<file path="config.mk">
export PLATFORM = sky130hd
export DESIGN_NAME = find_extreme_pipe
export DESIGN_NICKNAME = d
export VERILOG_FILES = /design/src/rtl/find_extreme_pipe.sv
export SDC_FILE = /design/constraint.sdc
export NUM_CORES = 1
export LEC_CHECK = 0
export CAP_MARGIN = 20
export CORE_MARGIN = 10
export CORE_UTILIZATION = 47
export DETAILED_ROUTE_END_ITERATION = 7
export PLACE_DENSITY = 0.73
export SYNTH_ARGS = -nofsm -noshare
export SYNTH_HDL_FRONTEND = slang
export SYNTH_SLANG_ARGS = --single-unit
</file>
<file path="constraint.sdc">
create_clock -name clk -period 5.2 [get_ports clk]
set_clock_uncertainty 0.15 [all_clocks]
set_input_delay 1.56 -clock clk [delete_from_list [all_inputs] [get_ports clk]]
set_output_delay 1.56 -clock clk [all_outputs]
set_load 0.03 [all_outputs]
</file>
<file path="src/rtl/find_extreme_pipe.sv">
// find_extreme_pipe
//
// Finds the minimum or maximum of NCH packed channel samples through a
// registered binary comparator tree (one level per cycle, LAT = log2(NCH)
// cycles of latency, one sample per cycle). A frame stage then tracks the
// extreme over all samples of a frame delimited by in_first / in_last.
//
// Parameters
//   WIDTH  sample width in bits
//   NCH    channel count, power of two, 2..64
//   SIGNED 0 = unsigned compare, 1 = two's-complement compare
//   CNT_W  width of the per-frame sample counter
//
// Ports
//   clk           rising-edge clock
//   reset         synchronous active-high reset
//   din           channel k in bits [k*WIDTH +: WIDTH]
//   in_valid      din / mode / in_first / in_last valid this cycle
//   mode          0 = minimum, 1 = maximum (travels with its sample)
//   in_first      sample opens a frame
//   in_last       sample closes a frame
//   out_valid     per-sample result valid, LAT cycles after in_valid
//   out_value     per-sample extreme across channels (held when not valid)
//   out_index     channel of out_value (lowest channel wins ties)
//   frame_valid   one-cycle pulse, one cycle after the frame's last out_valid
//   frame_value   extreme over the whole frame (held between pulses)
//   frame_index   channel of frame_value
//   frame_sample  ordinal of the sample that held frame_value (0 = first)
module find_extreme_pipe #(
  parameter int  WIDTH  = 16,
  parameter int  NCH    = 8,
  parameter int  SIGNED = 0,
  parameter int  CNT_W  = 16,
  localparam int LAT    = $clog2(NCH),
  localparam int IDX_W  = $clog2(NCH)
) (
  input  logic                 clk,
  input  logic                 reset,
  input  logic [NCH*WIDTH-1:0] din,
  input  logic                 in_valid,
  input  logic                 mode,
  input  logic                 in_first,
  input  logic                 in_last,
  output logic                 out_valid,
  output logic [WIDTH-1:0]     out_value,
  output logic [IDX_W-1:0]     out_index,
  output logic                 frame_valid,
  output logic [WIDTH-1:0]     frame_value,
  output logic [IDX_W-1:0]     frame_index,
  output logic [CNT_W-1:0]     frame_sample
);

  // True when a is strictly better than b for the requested direction.
  function automatic logic better(input logic [WIDTH-1:0] a,
                                  input logic [WIDTH-1:0] b,
                                  input logic             want_max);
    logic a_gt;
    logic a_lt;
    if (SIGNED != 0) begin
      a_gt = $signed(a) > $signed(b);
      a_lt = $signed(a) < $signed(b);
    end else begin
      a_gt = a > b;
      a_lt = a < b;
    end
    return want_max ? a_gt : a_lt;
  endfunction

  // ---------------------------------------------------------------------
  // Comparator tree
  // ---------------------------------------------------------------------
  // Nodes are stored level by level: leaves 0..NCH-1, then each registered
  // level in turn, root last at 2*NCH-2.
  logic [WIDTH-1:0] node_val [2*NCH-1];
  logic [IDX_W-1:0] node_idx [2*NCH-1];

  // Per-stage sideband; bit 0 is the tree input, bit LAT the tree output.
  logic [LAT:1] vld_q, mode_q, first_q, last_q;
  logic [LAT:0] vld_s, mode_s, first_s, last_s;

  assign vld_s   = {vld_q,   in_valid};
  assign mode_s  = {mode_q,  mode};
  assign first_s = {first_q, in_first};
  assign last_s  = {last_q,  in_last};

  for (genvar g = 0; g < NCH; g++) begin : g_leaf
    assign node_val[g] = din[g*WIDTH +: WIDTH];
    assign node_idx[g] = IDX_W'(g);
  end

  for (genvar l = 1; l <= LAT; l++) begin : g_lvl
    localparam int SRC = 2*NCH - ((2*NCH) >> (l-1));  // first node of level l-1
    localparam int DST = 2*NCH - ((2*NCH) >> l);      // first node of level l

    for (genvar n = 0; n < (NCH >> l); n++) begin : g_node
      localparam int LO = SRC + 2*n;
      localparam int HI = LO + 1;

      logic [WIDTH-1:0] val_q;
      logic [IDX_W-1:0] idx_q;
      logic             take_hi;

      // The low input always covers lower channels, so it keeps ties.
      assign take_hi = better(node_val[HI], node_val[LO], mode_s[l-1]);

      // NOTE: node data is reset as well because the root doubles as
      // out_value, which must read 0 after reset; the registers only load
      // on a valid stage so bubbles leave the previous result in place.
      always_ff @(posedge clk) begin
        if (reset) begin
          val_q <= '0;
          idx_q <= '0;
        end else if (vld_s[l-1]) begin
          val_q <= take_hi ? node_val[HI] : node_val[LO];
          idx_q <= take_hi ? node_idx[HI] : node_idx[LO];
        end
      end

      assign node_val[DST + n] = val_q;
      assign node_idx[DST + n] = idx_q;
    end
  end

  always_ff @(posedge clk) begin
    if (reset) begin
      vld_q   <= '0;
      mode_q  <= '0;
      first_q <= '0;
      last_q  <= '0;
    end else begin
      vld_q   <= vld_s[LAT-1:0];
      mode_q  <= mode_s[LAT-1:0];
      first_q <= first_s[LAT-1:0];
      last_q  <= last_s[LAT-1:0];
    end
  end

  assign out_valid = vld_s[LAT];
  assign out_value = node_val[2*NCH-2];
  assign out_index = node_idx[2*NCH-2];

  // ---------------------------------------------------------------------
  // Frame accumulator
  // ---------------------------------------------------------------------
  typedef enum logic {IDLE, ACCUM} state_t;

  state_t           state_q, state_d;
  logic [WIDTH-1:0] acc_val_q, acc_val_d;
  logic [IDX_W-1:0] acc_idx_q, acc_idx_d;
  logic [CNT_W-1:0] acc_smp_q, acc_smp_d;
  logic             acc_mode_q, acc_mode_d;
  logic [CNT_W-1:0] cnt_q, cnt_d;
  logic             accept;
  logic             frame_load;

  // NOTE: every combinational output gets a default before any branch, so
  // no path leaves a signal unassigned and no latch is inferred; blocking
  // assignments are correct here, the registers below use non-blocking.
  always_comb begin
    state_d    = state_q;
    acc_val_d  = acc_val_q;
    acc_idx_d  = acc_idx_q;
    acc_smp_d  = acc_smp_q;
    acc_mode_d = acc_mode_q;
    cnt_d      = cnt_q;
    accept     = 1'b0;
    frame_load = 1'b0;

    if (vld_s[LAT]) begin
      if (first_s[LAT]) begin
        // Opens a frame; in ACCUM this silently abandons the open one.
        acc_val_d  = out_value;
        acc_idx_d  = out_index;
        acc_smp_d  = '0;
        acc_mode_d = mode_s[LAT];
        cnt_d      = CNT_W'(1);
        state_d    = ACCUM;
        accept     = 1'b1;
      end else if (state_q == ACCUM) begin
        // Strict compare: an earlier sample keeps a tie. cnt_q is the
        // ordinal of the current sample.
        if (better(out_value, acc_val_q, acc_mode_q)) begin
          acc_val_d = out_value;
          acc_idx_d = out_index;
          acc_smp_d = cnt_q;
        end
        if (cnt_q != '1) begin
          cnt_d = cnt_q + CNT_W'(1);
        end
        accept = 1'b1;
      end

      if (accept && last_s[LAT]) begin
        frame_load = 1'b1;
        state_d    = IDLE;
      end
    end
  end

  always_ff @(posedge clk) begin
    if (reset) begin
      state_q      <= IDLE;
      acc_val_q    <= '0;
      acc_idx_q    <= '0;
      acc_smp_q    <= '0;
      acc_mode_q   <= 1'b0;
      cnt_q        <= '0;
      frame_valid  <= 1'b0;
      frame_value  <= '0;
      frame_index  <= '0;
      frame_sample <= '0;
    end else begin
      state_q     <= state_d;
      acc_val_q   <= acc_val_d;
      acc_idx_q   <= acc_idx_d;
      acc_smp_q   <= acc_smp_d;
      acc_mode_q  <= acc_mode_d;
      cnt_q       <= cnt_d;
      frame_valid <= frame_load;
      if (frame_load) begin
        frame_value  <= acc_val_d;
        frame_index  <= acc_idx_d;
        frame_sample <= acc_smp_d;
      end
    end
  end

endmodule

</file>
==> results.yml, run 1 <==
status:
  outcome: "finished, final reports clean"
floorplanning:
  die_y_um: 185.1
  dieWidth_um: 185.1
  start_util_pct: 47.66
  rows: 60
  core-area_um2: 26880
  pin_count: 190
  die_area_um2: 34260
routing:
  vias: 10526
  ant_nets: 0
  wl_mm: 30.89
  drc: 0
  wire_per_inst_um: 15.99
  drt_iter0_drc: 587
  vias_per_cell: 5.448
  drt_pass1_iterations: 7
timing:
  min_period_ns: 4.059
  finalCritPeriodShare_pct: 78.05
  layout_setup_ws_ns: 1.141
  clock.fmax_mhz: 246.4
  worstMarginPinSlew_ns: 0.9457
  hold_violations: 0
  setup_tns_ns: 0
  finalSetupViolations: 0
  max_slew_margin_pct: 36.96
  rsz0062_at_grt: "false"
  slew_violations: 0
critical_path:
  worstPathRequired_ns: 5.41
  r2r_end: "frame_value[7]$_SDFFE_PP0P_"
  worst_setup_path_end_kind: "register"
  critPathLaunch: "din[71]"
  path_class: "in2reg"
  crit_fanout: 17
  r2r_start: "out_value[1]$_SDFFE_PP0P_"
  reg2reg_slack_ns: 2.27
  critPathArrivalTime_ns: 4.27
  startpoint_type: "primary input"
  reg2reg_depth: 9
  crit_end: "g_lvl[1].g_node[2].val_q[4]$_SDFFE_PP0P_"
cts:
  clk_pin_slew_ns: 0.06
  cts_sinks: 226
  cts_made_buffers: 24
  post_cts_resized: 0
  cts_tree: "done"
  cts_hold_buffers: 0
  clockRootBuffer: "clkbuf_16"
  clk_latency_ns: 0.52
  postCtsSetupBuffers: 0
  clockBufferDepth: 3
  htree_levels: 1
placed_design:
  io_buffer_count: 189
  gp_congestion: 0.8265
  preCtsSetupSlack_ns: 0.6200
  place_area_um2: 14760
  dp_hpwl_mm: 23.67
global_route:
  grt-ovfl-total: 0
  grt_pass1_vias: 10056
  grt_max_degree: 129
  antenna_found_initial: 0
  grt_usage_pct: 17.37
  grt_pass1_wl_mm: 50.23
yosys:
  avgSynthCellArea_um2: 8.945
  synth-xor-area-share_pct: 0.7521
  seq_area_frac_synth_pct: 35.32
  ys.flop_type: "dfxtp_1"
  synth_top_family_by_area: "compound AO/OA/AOI/OAI gates"
  synth_simple_gate_area_share_pct: 15.32
  muxShareOfSynthArea_pct: 11.96
  postSynthCellCount: 1432
  yosys_warnings: 0
  netlist_area_um2: 12810
  synth_fa_ha_area_share_pct: 12.60
  synth-seq-cells: 226
  async_flop_share_pct: 0
  syn_nets: 1695
  synth_compound_area_share_pct: 16.46
  synth_edf_count: 0
  synth_cell_types: 58
power:
  ir_drop_uv: 213.5
  power_mw: 4.633
  powerDensity_nw_per_um2: 295.4
  p_leak_nw: 6.433
layout:
  syn_to_final_growth_pct: 22.43
  antenna-diode-count: 0
  final_cell_mix: "dfxtp_1 (225), nor2_1 (187), clkdlybuf4s50_1 (187), mux2i_1 (140), a211oi_1 (139)"
  stdcell_area_um2: 15680
  fillers: 2370
  drive_above_1_share_pct: 4.965
  layout_commonest_cell: "dfxtp_1"
  multi_input_area_um2: 7316
  finish.net_count: 1837
  ff_latch_area_um2: 4526
hold_path:
  hold_path_class: "reg2reg"
  min_from: "first_q[2]$_SDFF_PP0_"
  hold-path-cell-count: 1
job:
  cap_violations: 0
cells by family after synthesis:
kind of cell             count (synthesis)
adder cells (fa/ha/maj)                129
XOR/XNOR                                11
multiplexers                           149
AO/OA/AOI/OAI                          302
flip-flops                             226
AND/OR/NAND/NOR                        394
buffers and inverters                  221
power by group:
part	leakage (nW)	switching, mW	internal, mW
clock	0.431	0.703	1.19
sequential	1.85	0.0777	1.81
combinational	4.15	0.439	0.413
total	6.43	1.22	3.41
per-stage QoR:
stage,std cells,hold slack (ns),util (%)
floorplan,1432,0.2638,-
global placement,1887,0.2672,54.93
detailed placement,1887,0.2775,54.93
CTS,1930,0.2919,58.20
global route,1932,0.3105,58.35
finish,1932,0.2855,58.35
layout make-up:
type / instances / share of cell area, %
clock buffers: 32 / 4.213
clock inverters: 11 / 1.380
inverters: 134 / 3.207
multi-input cells: 985 / 46.65
flip-flops and latches: 226 / 28.86
well taps: 341 / 2.721
repair buffers: 203 / 12.97
cell usage after synthesis (17+ instances only):
library cell / number / area, um^2
a211oi_1: 139 / 1044
a21oi_1: 58 / 290.3
a22oi_1: 17 / 127.6
a31oi_1: 17 / 106.4
clkbuf_1: 66 / 247.7
dfxtp_1: 226 / 4524
ha_1: 129 / 1614
inv_1: 134 / 503.0
mux2i_1: 141 / 1411
nand2_1: 51 / 191.4
nand2b_1: 22 / 137.6
nand3b_1: 20 / 150.1
nand4_1: 40 / 250.2
nor2_1: 187 / 701.9
o21ai_0: 28 / 140.1
state kept, by name, summed over array words and instances, names as in the netlist, 3 cells and up:
| signal | flops |
|---|---|
| frame_sample | 16 |
| g_lvl.g_node.idx_q | 10 |
| out_value | 16 |
| acc_idx_q | 3 |
| frame_value | 16 |
| last_q | 3 |
| g_lvl.g_node.val_q | 96 |
| frame_index | 3 |
| first_q | 3 |
| acc_val_q | 16 |
| out_index | 3 |
| vld_q | 3 |
| acc_smp_q | 16 |
| mode_q | 3 |
| cnt_q | 16 |
how the worst min path moves through the flow:
stage                                  endpoint
after floorplan           first_q[2]$_SDFF_PP0_
after global placement    first_q[3]$_SDFF_PP0_
after detailed placement   last_q[2]$_SDFF_PP0_
after CTS                  last_q[2]$_SDFF_PP0_
after global routing      first_q[2]$_SDFF_PP0_
final                     first_q[3]$_SDFF_PP0_
worst max-delay path, stage by stage:
cell and delay, ns:
clkdlybuf4s50_1 0.48, inv_1 0.05, ha_1 0.32, a21oi_1 0.12, o21ai_1 0.08, a221o_1 0.36, a211oi_2 0.16, mux2_1 0.74
mux2i_1 0.30, a211oi_1 0.10
per-layer routing:
metal	GRT usage [%]	vias to the layer above	share of wire (%)
met5	0	-	0
met4	4.194	0	2.1
met3	3.605	42	5.8
met2	27.76	233	44
met1	23.34	4821	48
li1	-	5430	-
Note: power is estimated with default switching activity, not from simulation.
==> run 2, diff against run 1 <==
--- a/config.mk
+++ b/config.mk
@@ -9,7 +9,7 @@
 export CORE_MARGIN = 10
 export CORE_UTILIZATION = 47
 export DETAILED_ROUTE_END_ITERATION = 7
-export PLACE_DENSITY = 0.73
+export PLACE_DENSITY = 0.76
 export SYNTH_ARGS = -nofsm -noshare
 export SYNTH_HDL_FRONTEND = slang
 export SYNTH_SLANG_ARGS = --single-unit
==> constraint.sdc (replaced) <==
create_clock -name clk -period 3.6 [get_ports clk]
set_clock_uncertainty 0.15 [all_clocks]
set_input_delay 1.08 -clock clk [delete_from_list [all_inputs] [get_ports clk]]
set_output_delay 1.08 -clock clk [all_outputs]
set_load 0.03 [all_outputs]
==> results.yml, run 2 (synthesis gave the netlist of run 1 again) <==
global_route:
  antenna_found_initial: 0
  grt_usage_pct: 17.98
  grt_max_degree: 119
  grt-ovfl-total: 0
  grt_pass1_wl_mm: 51.96
  grt_pass1_vias: 10564
hold_path:
  hold-path-cell-count: 1
  whs_endpoint: "first_q[3]$_SDFF_PP0_"
  hold_path_class: "reg2reg"
  min_from: "first_q[2]$_SDFF_PP0_"
status:
  outcome: "finished, final reports clean"
power:
  power.internal_mw: 4.940
  p_leak_nw: 6.671
  sw_frac_of_total_pct: 26.39
  p_switching_mw: 1.771
  pwr-share-seq_pct: 40.7
  powerDensity_nw_per_um2: 417.7
  combPwrFrac_pct: 19.3
  ir_drop_uv: 336.4
  pwr-share-clk_pct: 40.0
critical_path:
  max_stage_delay_ns: 0.48
  critical_path_buf_inv_count: 3
  crit_slowest_cell: "clkdlybuf4s50_1"
  cpLargestDelayFamily: "compound AO/OA/AOI/OAI gates"
  reg2reg_slack_ns: 0.62
  path_class: "in2reg"
  reg2reg_depth: 8
  startpoint_type: "primary input"
  worst_setup_path_end_kind: "register"
  worstPathRequired_ns: 3.84
  critPathArrivalTime_ns: 3.67
  crit_fanout: 9
  r2r_start: "out_value[1]$_SDFFE_PP0P_"
  r2r_end: "frame_sample[1]$_SDFFE_PP0P_"
  crit_path_cell_trace: "clkdlybuf4s50_1 > inv_1 > ha_1 > a21oi_1 > o21ai_1 > a221o_1 > a211oi_2 > mux2_2 > buf_4 > mux2i_1 > a211oi_1"
cts:
  post_cts_resized: 0
  cts_hold_buffers: 0
  htree_levels: 1
  clockRootBuffer: "clkbuf_16"
  postCtsSetupBuffers: 0
  cts_made_buffers: 25
  clk_pin_slew_ns: 0.06
  cts_sinks: 226
  clk_latency_ns: 0.53
  clockBufferDepth: 3
  cts_tree: "done"
layout:
  finish.net_count: 1888
  fillers: 2317
  drive_above_1_share_pct: 7.988
  antenna-diode-count: 0
  stdcell_area_um2: 16070
  largest_reg_flops: 96
  layout_commonest_cell: "dfxtp_1"
  final_cell_mix: "dfxtp_1 (225), nor2_1 (187), clkdlybuf4s50_1 (187), mux2i_1 (140), a211oi_1 (139)"
  stdcell_count: 1981
  regMostFlops: "g_lvl.g_node.val_q"
  syn_to_final_growth_pct: 25.42
timing:
  hold_violations: 0
  rsz0062_at_grt: "false"
  min_period_ns: 3.435
  slew_violations: 0
  setup_tns_ns: 0
  finalCritPeriodShare_pct: 95.41
  max_slew_margin_pct: 59.93
  worstMarginPinSlew_ns: 0.6010
  finalSetupViolations: 0
  hold-worst-slack_ns: 0.2856
  clock.fmax_mhz: 291.1
floorplanning:
  start_util_pct: 47.66
  die_y_um: 185.1
  dieWidth_um: 185.1
  die_area_um2: 34260
  rows: 60
  core-area_um2: 26880
  pin_count: 190
routing:
  wire_per_inst_um: 16.13
  wl_mm: 31.95
  drt_iter0_drc: 553
  vias: 10769
  drc: 0
  ant_nets: 0
  drt_pass1_iterations: 5
  vias_per_cell: 5.436
placed_design:
  place_area_um2: 15170
  dp_hpwl_mm: 24.40
  place_inst: 1938
  gp_congestion: 0.9160
  io_buffer_count: 189
job:
  cap_violations: 0
run 2: cell types whose count changed in the layout (fill, tap and decap cells not counted), sizes merged:
cell,before,now
buf,15,66
clkbuf,33,30
clkinvlp,0,1
inv,134,135
bufinv,6,5
run 2: how the worst max path moves through the flow:
stage,slack (ns),cells past startpoint,endpoint,startpoint
floorplan,0.24,10,g_lvl[1].g_node[0].val_q[10]$_SDFFE_PP0P_,din[14]
global placement,-0.26,11,g_lvl[1].g_node[3].val_q[15]$_SDFFE_PP0P_,din[103]
detailed placement,-0.37,11,g_lvl[1].g_node[3].val_q[15]$_SDFFE_PP0P_,din[101]
CTS,0.18,11,g_lvl[1].g_node[3].val_q[15]$_SDFFE_PP0P_,din[101]
global route,0.01,11,g_lvl[1].g_node[1].val_q[1]$_SDFFE_PP0P_,din[46]
finish,0.17,11,g_lvl[1].g_node[3].val_q[15]$_SDFFE_PP0P_,din[101]
run 2: metrics by stage:
step | util [%] | total power, mW | setup slack [ns]
floorplan | - | 3.641 | 0.2388
global placement | 56.38 | 4.021 | -0.2639
detailed placement | 56.45 | 4.071 | -0.3698
CTS | 59.67 | 6.775 | 0.1845
global route | 59.78 | 7.024 | 0.01389
finish | 59.78 | 6.711 | 0.1652
run 2: power groups by stage:
stage	clock (mW)	sequential (mW)	combinational (mW)
2_1_floorplan	0	2.75	0.887
3_3_place_gp	0	2.79	1.23
3_5_place_dp	0	2.79	1.28
4_1_cts	2.75	2.74	1.29
5_1_grt	2.85	2.75	1.43
6_report	2.69	2.73	1.29
run 2: area by class of cell:
class	count	area (um^2)	area share (%)
multi-input cells	985	7316	45.54
flip-flops and latches	226	4526	28.17
repair buffers	253	2429	15.12
clock buffers	30	674.4	4.198
inverters	134	503.0	3.131
well taps	341	426.7	2.656
clock inverters	12	191.4	1.192
run 2: per-layer routing:
metal | share of wire [%] | wire length [um] | vias to the layer above | track usage, %
li1 | - | - | 5515 | -
met1 | 47 | 14920 | 4976 | 23.62
met2 | 47 | 14880 | 243 | 30.06
met3 | 5.3 | 1690 | 35 | 3.194
met4 | 1.4 | 459 | 0 | 3.836
met5 | 0 | 0 | - | 0
